**src/rtl/mem_ctrl_pkg.sv**
```systemverilog
// mem_ctrl_pkg: shared FSM state encoding, access-size codes and alignment helper
// for the data memory controller.
`default_nettype none

package mem_ctrl_pkg;

  typedef enum logic [1:0] {
    IDLE  = 2'd0,
    REQ   = 2'd1,
    RWAIT = 2'd2,
    RESP  = 2'd3
  } state_t;

  localparam logic [1:0] SZ_BYTE = 2'b00;
  localparam logic [1:0] SZ_HALF = 2'b01;
  localparam logic [1:0] SZ_WORD = 2'b10;

  // Size 2'b11 has no natural width, so it is always treated as an error case.
  function automatic logic is_misaligned(input logic [1:0] size, input logic [1:0] addr_lo);
    logic bad;
    bad = 1'b0;
    case (size)
      SZ_BYTE: bad = 1'b0;
      SZ_HALF: bad = addr_lo[0];
      SZ_WORD: bad = |addr_lo;
      default: bad = 1'b1;
    endcase
    return bad;
  endfunction

endpackage

`default_nettype wire

```
**src/rtl/byte_lane_align.sv**
```systemverilog
// byte_lane_align: combinational lane mapping (byte enables, store-data shift and
// load-data shift with zero fill) shared by the write and read paths.
`default_nettype none

module byte_lane_align
  import mem_ctrl_pkg::*;
(
  input  logic [1:0]  size,
  input  logic [1:0]  offset,
  input  logic [31:0] wdata,
  input  logic [31:0] rdata,
  output logic [3:0]  be,
  output logic [31:0] wdata_aligned,
  output logic [31:0] rdata_aligned
);

  logic [1:0]  lane;
  logic [31:0] rdata_shifted;

  always_comb begin
    lane = 2'd0;
    be   = 4'b1111;
    case (size)
      SZ_BYTE: begin
        lane = offset;
        be   = 4'b0001 << offset;
      end
      SZ_HALF: begin
        lane = {offset[1], 1'b0};
        be   = 4'b0011 << {offset[1], 1'b0};
      end
      // Words, and the unused size code, always occupy the full bus.
      default: begin
        lane = 2'd0;
        be   = 4'b1111;
      end
    endcase
  end

  always_comb begin
    wdata_aligned = wdata << {lane, 3'b000};
    rdata_shifted = rdata >> {lane, 3'b000};
    case (size)
      SZ_BYTE: rdata_aligned = {24'd0, rdata_shifted[7:0]};
      SZ_HALF: rdata_aligned = {16'd0, rdata_shifted[15:0]};
      default: rdata_aligned = rdata_shifted;
    endcase
  end

endmodule

`default_nettype wire

```
**src/rtl/data_mem_ctrl.sv**
```systemverilog
// data_mem_ctrl: bridges load/store requests onto a req/gnt/rvalid word bus.
// Optional macro MISALIGN_CHECK_EN rejects misaligned halves/words with misalign_err.
`default_nettype none

module data_mem_ctrl
  import mem_ctrl_pkg::*;
(
  input  logic        CLK,
  input  logic        resetn,
  input  logic        mem_en,
  input  logic        mem_we,
  input  logic [2:0]  funct3,
  input  logic [31:0] mem_addr,
  input  logic [31:0] mem_wdata,
  output logic [31:0] mem_read_data,
  output logic        mem_read_data_valid,
  output logic        mem_write_ready,
  output logic        misalign_err,
  output logic        bus_req,
  output logic        bus_we,
  output logic [31:0] bus_addr,
  output logic [3:0]  bus_be,
  output logic [31:0] bus_wdata,
  input  logic        bus_gnt,
  input  logic        bus_rvalid,
  input  logic [31:0] bus_rdata
);

  state_t      state;
  state_t      state_next;

  logic [31:0] addr_q;
  logic        we_q;
  logic [1:0]  size_q;
  logic [31:0] wdata_q;
  logic [31:0] rdata_aligned;
  logic        accept;
  logic        misalign_now;

  logic        unused_funct3_msb;
  assign unused_funct3_msb = funct3[2];

  assign accept = (state == IDLE) && mem_en;

`ifdef MISALIGN_CHECK_EN
  logic misalign_q;
  assign misalign_now = is_misaligned(funct3[1:0], mem_addr[1:0]);
`else
  assign misalign_now = 1'b0;
`endif

  byte_lane_align u_align (
    .size          (size_q),
    .offset        (addr_q[1:0]),
    .wdata         (wdata_q),
    .rdata         (bus_rdata),
    .be            (bus_be),
    .wdata_aligned (bus_wdata),
    .rdata_aligned (rdata_aligned)
  );

  assign bus_we   = we_q;
  assign bus_addr = {addr_q[31:2], 2'b00};

  always_ff @(posedge CLK) begin
    if (!resetn) begin
      state         <= IDLE;
      addr_q        <= 32'd0;
      we_q          <= 1'b0;
      size_q        <= 2'd0;
      wdata_q       <= 32'd0;
      mem_read_data <= 32'd0;
    end else begin
      state <= state_next;
      if (accept) begin
        addr_q  <= mem_addr;
        we_q    <= mem_we;
        size_q  <= funct3[1:0];
        wdata_q <= mem_wdata;
      end
      if ((state == RWAIT) && bus_rvalid) begin
        mem_read_data <= rdata_aligned;
      end
    end
  end

`ifdef MISALIGN_CHECK_EN
  always_ff @(posedge CLK) begin
    if (!resetn) begin
      misalign_q <= 1'b0;
    end else if (accept) begin
      misalign_q <= misalign_now;
    end
  end
`endif

  always_comb begin
    state_next          = state;
    bus_req             = 1'b0;
    mem_read_data_valid = 1'b0;
    mem_write_ready     = 1'b0;
    misalign_err        = 1'b0;
    case (state)
      IDLE: begin
        // A rejected access skips the bus entirely and goes straight to its response.
        if (mem_en) begin
          state_next = misalign_now ? RESP : REQ;
        end
      end
      REQ: begin
        bus_req = 1'b1;
        if (bus_gnt) begin
          state_next = we_q ? RESP : RWAIT;
        end
      end
      RWAIT: begin
        if (bus_rvalid) begin
          state_next = RESP;
        end
      end
      RESP: begin
        state_next = IDLE;
`ifdef MISALIGN_CHECK_EN
        if (misalign_q) begin
          misalign_err = 1'b1;
        end else if (we_q) begin
          mem_write_ready = 1'b1;
        end else begin
          mem_read_data_valid = 1'b1;
        end
`else
        if (we_q) begin
          mem_write_ready = 1'b1;
        end else begin
          mem_read_data_valid = 1'b1;
        end
`endif
      end
      default: state_next = IDLE;
    endcase
  end

endmodule

`default_nettype wire

```
**config.mk**
```make
export PLATFORM = sky130hd
export DESIGN_NAME = data_mem_ctrl
export DESIGN_NICKNAME = d
export VERILOG_FILES = /design/src/rtl/mem_ctrl_pkg.sv /design/src/rtl/byte_lane_align.sv /design/src/rtl/data_mem_ctrl.sv
export SDC_FILE = /design/constraint.sdc
export NUM_CORES = 1
export LEC_CHECK = 0
export ABC_AREA = 0
export CORE_UTILIZATION = 43
export CTS_CLUSTER_DIAMETER = 30
export CTS_CLUSTER_SIZE = 8
export DETAILED_ROUTE_END_ITERATION = 10
export PLACE_DENSITY_LB_ADDON = 0.15
export SYNTH_ARGS = -nofsm -noshare
export SYNTH_HDL_FRONTEND = slang
export SYNTH_SLANG_ARGS = --single-unit
```
**constraint.sdc**
```tcl
create_clock -name CLK -period 2.2 [get_ports CLK]
set_input_delay 0.22 -clock CLK [delete_from_list [all_inputs] [get_ports CLK]]
set_output_delay 0.22 -clock CLK [all_outputs]
set_load 0.1 [all_outputs]
```
# Word level (Yosys, flattened, before mapping)
# Index checks and enable logic that the tools add are counted.
[word_totals]
inputBits = 105
wordCells = 35
output_inout_bits = 105
reg_bits = 101
[classes]
n_shift = 4
reduce_logical = 5
muxes = 13
n_eq_ne = 7
[ops]
columns = ["cell", "count"]
rows = [
  ["case mux 32 bit (2 select lines)", 1],
  ["<< shifter 32 x 5 -> 32 bit", 1],
  [">> shifter 32 x 5 -> 32 bit", 1],
  ["case mux 2 bit (4 select lines)", 1],
  ["case mux 4 bit (2 select lines)", 1],
  ["2-to-1 mux 1 bit", 6],
  ["2-to-1 mux 2 bit", 3],
  ["inequality test 2 bit (second input constant)", 3],
  ["equality test 2 x 1 -> 1 bit (second input constant)", 2],
  ["equality test 2 bit (second input constant)", 2],
  ["zero test 2 bit", 2],
  ["case mux 2 bit (2 select lines)", 1],
  ["<< shifter 1 x 2 -> 4 bit (first input constant)", 1],
  ["<< shifter 2 x 2 -> 4 bit (first input constant)", 1],
  ["AND reduction 3 bit", 1],
  ["logical AND 1 bit", 2],
]

# Longest topological paths before layout
[depth]
ltp_word = 4
ltp_mapped = 8
ltp_nobuf = 6

# By module
# Synthesis repeated with hierarchy kept, for this count alone.
[hier_totals]
hier_cells = 684
hier_area_um2 = 5004.8
[by_module_without_submodules]
columns = ["mod", "seq_area_each_um2", "instances", "cells_each", "area_per_inst_um2"]
rows = [
  ["data_mem_ctrl", 2021.9, 1, 492, 3961.3],
  ["byte_lane_align", 0.0, 1, 192, 1043.5],
]

# Least setup slack after synthesis
# OpenSTA, ideal clock, no wires.
[synth_path]
path_type = "flip-flop to output port"
startpoint = "reg size_q[1]"
endpoint = "out bus_wdata[16]"
n_path_buf = 3
stages_incl_launch_ff = 7
path_slack_ps = -1151
arrival_ps = 3131
required_time_ps = 1980
cell_sequence = "dfxtp_1 buf_4 nand2b_1 buf_2 buf_4 mux2i_1 o21ai_0"
[synth_between]
elab_chain_cells = 3
word_cells_on_any_way = 4
cone_classes = "eq/ne (1); shift (1); mux (1); reduce/logical (1)"
[synth_lines]
columns = ["element", "line_no", "source"]
rows = [
  ["start: declaration", "data_mem_ctrl.sv:34", "logic [1:0] size_q;"],
  ["start signal: assignment", "data_mem_ctrl.sv:78", "size_q <= funct3[1:0];"],
  ["equality test 2 x 1 -> 1 bit / zero test 2 bit (equally long branches)", "byte_lane_align.sv:23", "case (size)"],
  ["case mux 2 bit (2 select lines) *", "byte_lane_align.sv:23", ""],
  ["<< shifter 32 x 5 -> 32 bit *", "byte_lane_align.sv:41", "wdata_aligned = wdata << {lane, 3'b000};"],
  ["end: declaration", "data_mem_ctrl.sv:23", "output logic [31:0] bus_wdata,"],
]
# Mark *: on every way between the ends. The rest lies on a longest branch, timed or not.

# Final worst setup path
[layout_path]
startpoint = "reg addr_q[0]"
endpoint = "out bus_wdata[26]"
[layout_between]
elab_chain_cells = 2
[layout_lines]
columns = ["element", "line_no", "source"]
rows = [
  ["start: declaration", "data_mem_ctrl.sv:32", "logic [31:0] addr_q;"],
  ["start signal: assignment", "data_mem_ctrl.sv:76", "addr_q <= mem_addr;"],
  ["case mux 2 bit (2 select lines)", "byte_lane_align.sv:23", ""],
  ["<< shifter 32 x 5 -> 32 bit", "byte_lane_align.sv:41", ""],
]
# No other way between the ends.

==> results.toml <==
[clock_network]
cts_htree_levels = 3
clock-sinks = 101
cts_buffer_depth = 2
path_clk_slew_ns = 0.07
cts_hold_buf = 0
clk_latency_ns = 0.35
numCtsBuffers = 9
cts_root_buffer = "clkbuf_16"
cts_tree = "yes"

[route]
wl_per_cell_um = 16.30
via_count = 4840
totalWireLength_um = 15100
drt_iter0_drc = 280
via_per_inst = 5.227
ant_nets = 0
drc = 0
drt_first_pass_iters = 4

[placement]
portBuffers = 205
gp_congestion = 0.8729
dp_hpwl_um = 10730
dpl.cell_count = 905

[run_status]
status = "complete, no violations"

[pwr]
finalPower_w = 0.009411
vdd_drop_max_mv = 0.8237
pwr-share-clk_pct = 17.7
switching_share_pct = 50.03
p_per_area_mw_per_mm2 = 1228
p_comb_share_pct = 57.7
p_leak_nw = 3.000
p_int_w = 0.004703
p_switching_w = 0.004708
seqPwrFrac_pct = 24.7

[global_route]
grt_pass1_vias = 4407
globalRouteMet3Util_pct = 5.350
grt_usage_pct = 23.99
grt_max_degree = 84
met1_usage_pct = 29.50
grt_pass1_wl_um = 22140
grt.overflow.total = 0
use_met2_pct = 39.97
grt.busiest_layer = "met2"
antenna_found_initial = 0

[die]
core_mm2 = 0.01142
rows = 39
die_x_um = 110.3
die_area_mm2 = 0.01217
initial_core_util_pct = 44.18
ios = 210
die_h_um = 110.3

[final_layout]
antennaDiodeCount = 0
finalNonFillerCells = 926
nNetsFinal = 888
area_growth_pct = 51.91
drive_above_1_share_pct = 21.71

[timing]
skew_ns = 0.008650
relSlewSlack_pct = 52.52
min_period_ns = 2.142
setup_viol = 0
finalHoldViolCount = 0
period_share_pct = 97.35
worstMarginPinSlew_ns = 0.7048
max_freq_mhz = 466.9
hold_slack_ns = 0.1872
fin_setup_tns_ns = 0
final_max_slew_viol_count = 0

[yosys]
ys_top_cells_by_area = "dfxtp_1 (40%), nand2_1 (13%), a21boi_0 (11%)"
async_reset_ff_share_pct = 0
synth.most_common_cell = "nand2_1"
netlist_area_mm2 = 0.005045
ys.flop_type = "dfxtp_1"
synth_edf_count = 0
yosysTopAreaCellShare_pct = 40.08
ys_ff_latch = 101
synth_common_cells = "nand2_1 (168), dfxtp_1 (101), a21boi_0 (73)"
synth_top_area_cell = "dfxtp_1"
syn-mean-instance-area_um2 = 8.124
ys_types = 45
syn_inst = 621
seq_area_frac_synth_pct = 40.08
ys_warn_count = 0

[setup_path]
critPathCaptureType = "output port"
crit_arrival_ns = 1.92
reg2regPathDepth = 6
start_kind = "flop"
crit_path_max_fanout = 9
regToRegSetupSlack_ns = 0.45
cp-startpoint = "addr_q[0]"
worstPathRequired_ns = 1.98
critPathKind = "flop to output port"
rr_startpoint = "state[1]"
r2r-end = "addr_q[17]"
critPathCapture = "bus_wdata[26]"

[worst_hold_path]
holdPathStages = 3
worst_hold_path_type = "input pin to flop"

[flow_run]
drv_cap = 0
[sequential cells by signal (all words and copies together), names as in the netlist]
register       count
state              2
addr_q            32
size_q             2
bus_we             1
wdata_q           32
mem_read_data     32
[placed cells by master (no fill, tap or decap), types with 2 or more instances in the layout]
| cell type | instances |
|---|---|
| clkinv_2 | 2 |
| nor2_1 | 2 |
| clkbuf_16 | 11 |
| nand2_1 | 167 |
| o21ai_1 | 18 |
| nor4b_1 | 7 |
| inv_1 | 5 |
| a22oi_1 | 2 |
| a21boi_0 | 73 |
| a21boi_1 | 10 |
| nand2b_1 | 2 |
| buf_4 | 77 |
| a32oi_1 | 7 |
| dfxtp_1 | 100 |
| a21oi_1 | 12 |
| mux2i_2 | 3 |
| a21oi_4 | 3 |
| and2_1 | 11 |
| conb_1 | 3 |
| ha_1 | 5 |
| a211oi_1 | 6 |
| inv_6 | 2 |
| nand3_1 | 16 |
| a211oi_2 | 2 |
| o21ai_0 | 10 |
| nor2b_1 | 10 |
| mux2i_1 | 13 |
| buf_12 | 42 |
| mux2_1 | 8 |
| a31oi_1 | 7 |
| o22ai_1 | 6 |
| nor2_2 | 9 |
| o21ai_2 | 5 |
| clkdlybuf4s50_1 | 102 |
[critical path, stage by stage, from the launching register on]
cell     delay, ns
dfxtp_1       0.39
nor3b_4       0.25
buf_12        0.15
buf_12        0.14
mux2i_1       0.28
a21oi_1       0.16
buf_12        0.19
[how the worst min path moves through the flow]
stage                     start                end
2_1_floorplan      mem_addr[10]         addr_q[10]
3_3_place_gp   mem_read_data[5]   mem_read_data[5]
3_5_place_dp   mem_read_data[5]   mem_read_data[5]
4_1_cts                  resetn   mem_read_data[1]
5_1_grt                  resetn  mem_read_data[30]
6_report                 resetn   mem_read_data[1]
[power groups by stage]
stage          Sequential [W]  Clock (W)  Combinational, W
2_1_floorplan         0.00254          0           0.00363
3_3_place_gp          0.00234          0           0.00527
3_5_place_dp          0.00235          0           0.00533
4_1_cts               0.00231    0.00169           0.00536
5_1_grt               0.00236    0.00178           0.00568
6_report              0.00232    0.00166           0.00543
[through the flow]
step / worst slack (ns) / area (um^2) / util (%)
global route: -0.01991 / 7664 / 67.12
detailed placement: 0.3676 / 7217 / 63.20
CTS: 0.004917 / 7552 / 66.14
floorplan: -0.6269 / 5112 / -
global placement: 0.4097 / 7217 / 63.20
finish: 0.05835 / 7664 / 67.12
[logic make-up after synthesis]
family / Yosys count / share of synthesized area, %
simple gates: 234 / 20.54
compound gates: 167 / 22.64
flops: 101 / 40.08
buf+inv: 87 / 10.04
mux: 26 / 5.382
fa+ha+maj: 5 / 1.240
other cells: 1 / 0.07433
[per-layer routing]
metal	part of all wire, %	up-vias
met3	7.9	20
li1	-	2385
met2	49	170
met1	41	2265
met5	0	-
met4	2.1	0
[area by class of cell]
type | instances | area, um^2
Clock buffer | 10 | 239.0
Fill cell | 961 | 3755
Multi-Input combinational cell | 435 | 2630
Timing Repair Buffer | 224 | 2495
Inverter | 7 | 28.78
Sequential cell | 101 | 2023
Tap cell | 143 | 178.9
Clock inverter | 6 | 68.82
[repair_timing]
action / 4_1_cts / 5_1_grt
resized for setup: 0 / 10
gates cloned: 0 / 2
endpoints found under the hold margin: 0 / 0
pin swaps: 1 / 0
setup buffers: 2 / 1
setup endpoints to repair: 1 / 22
No activity file was read; power rests on OpenSTA's default activity.
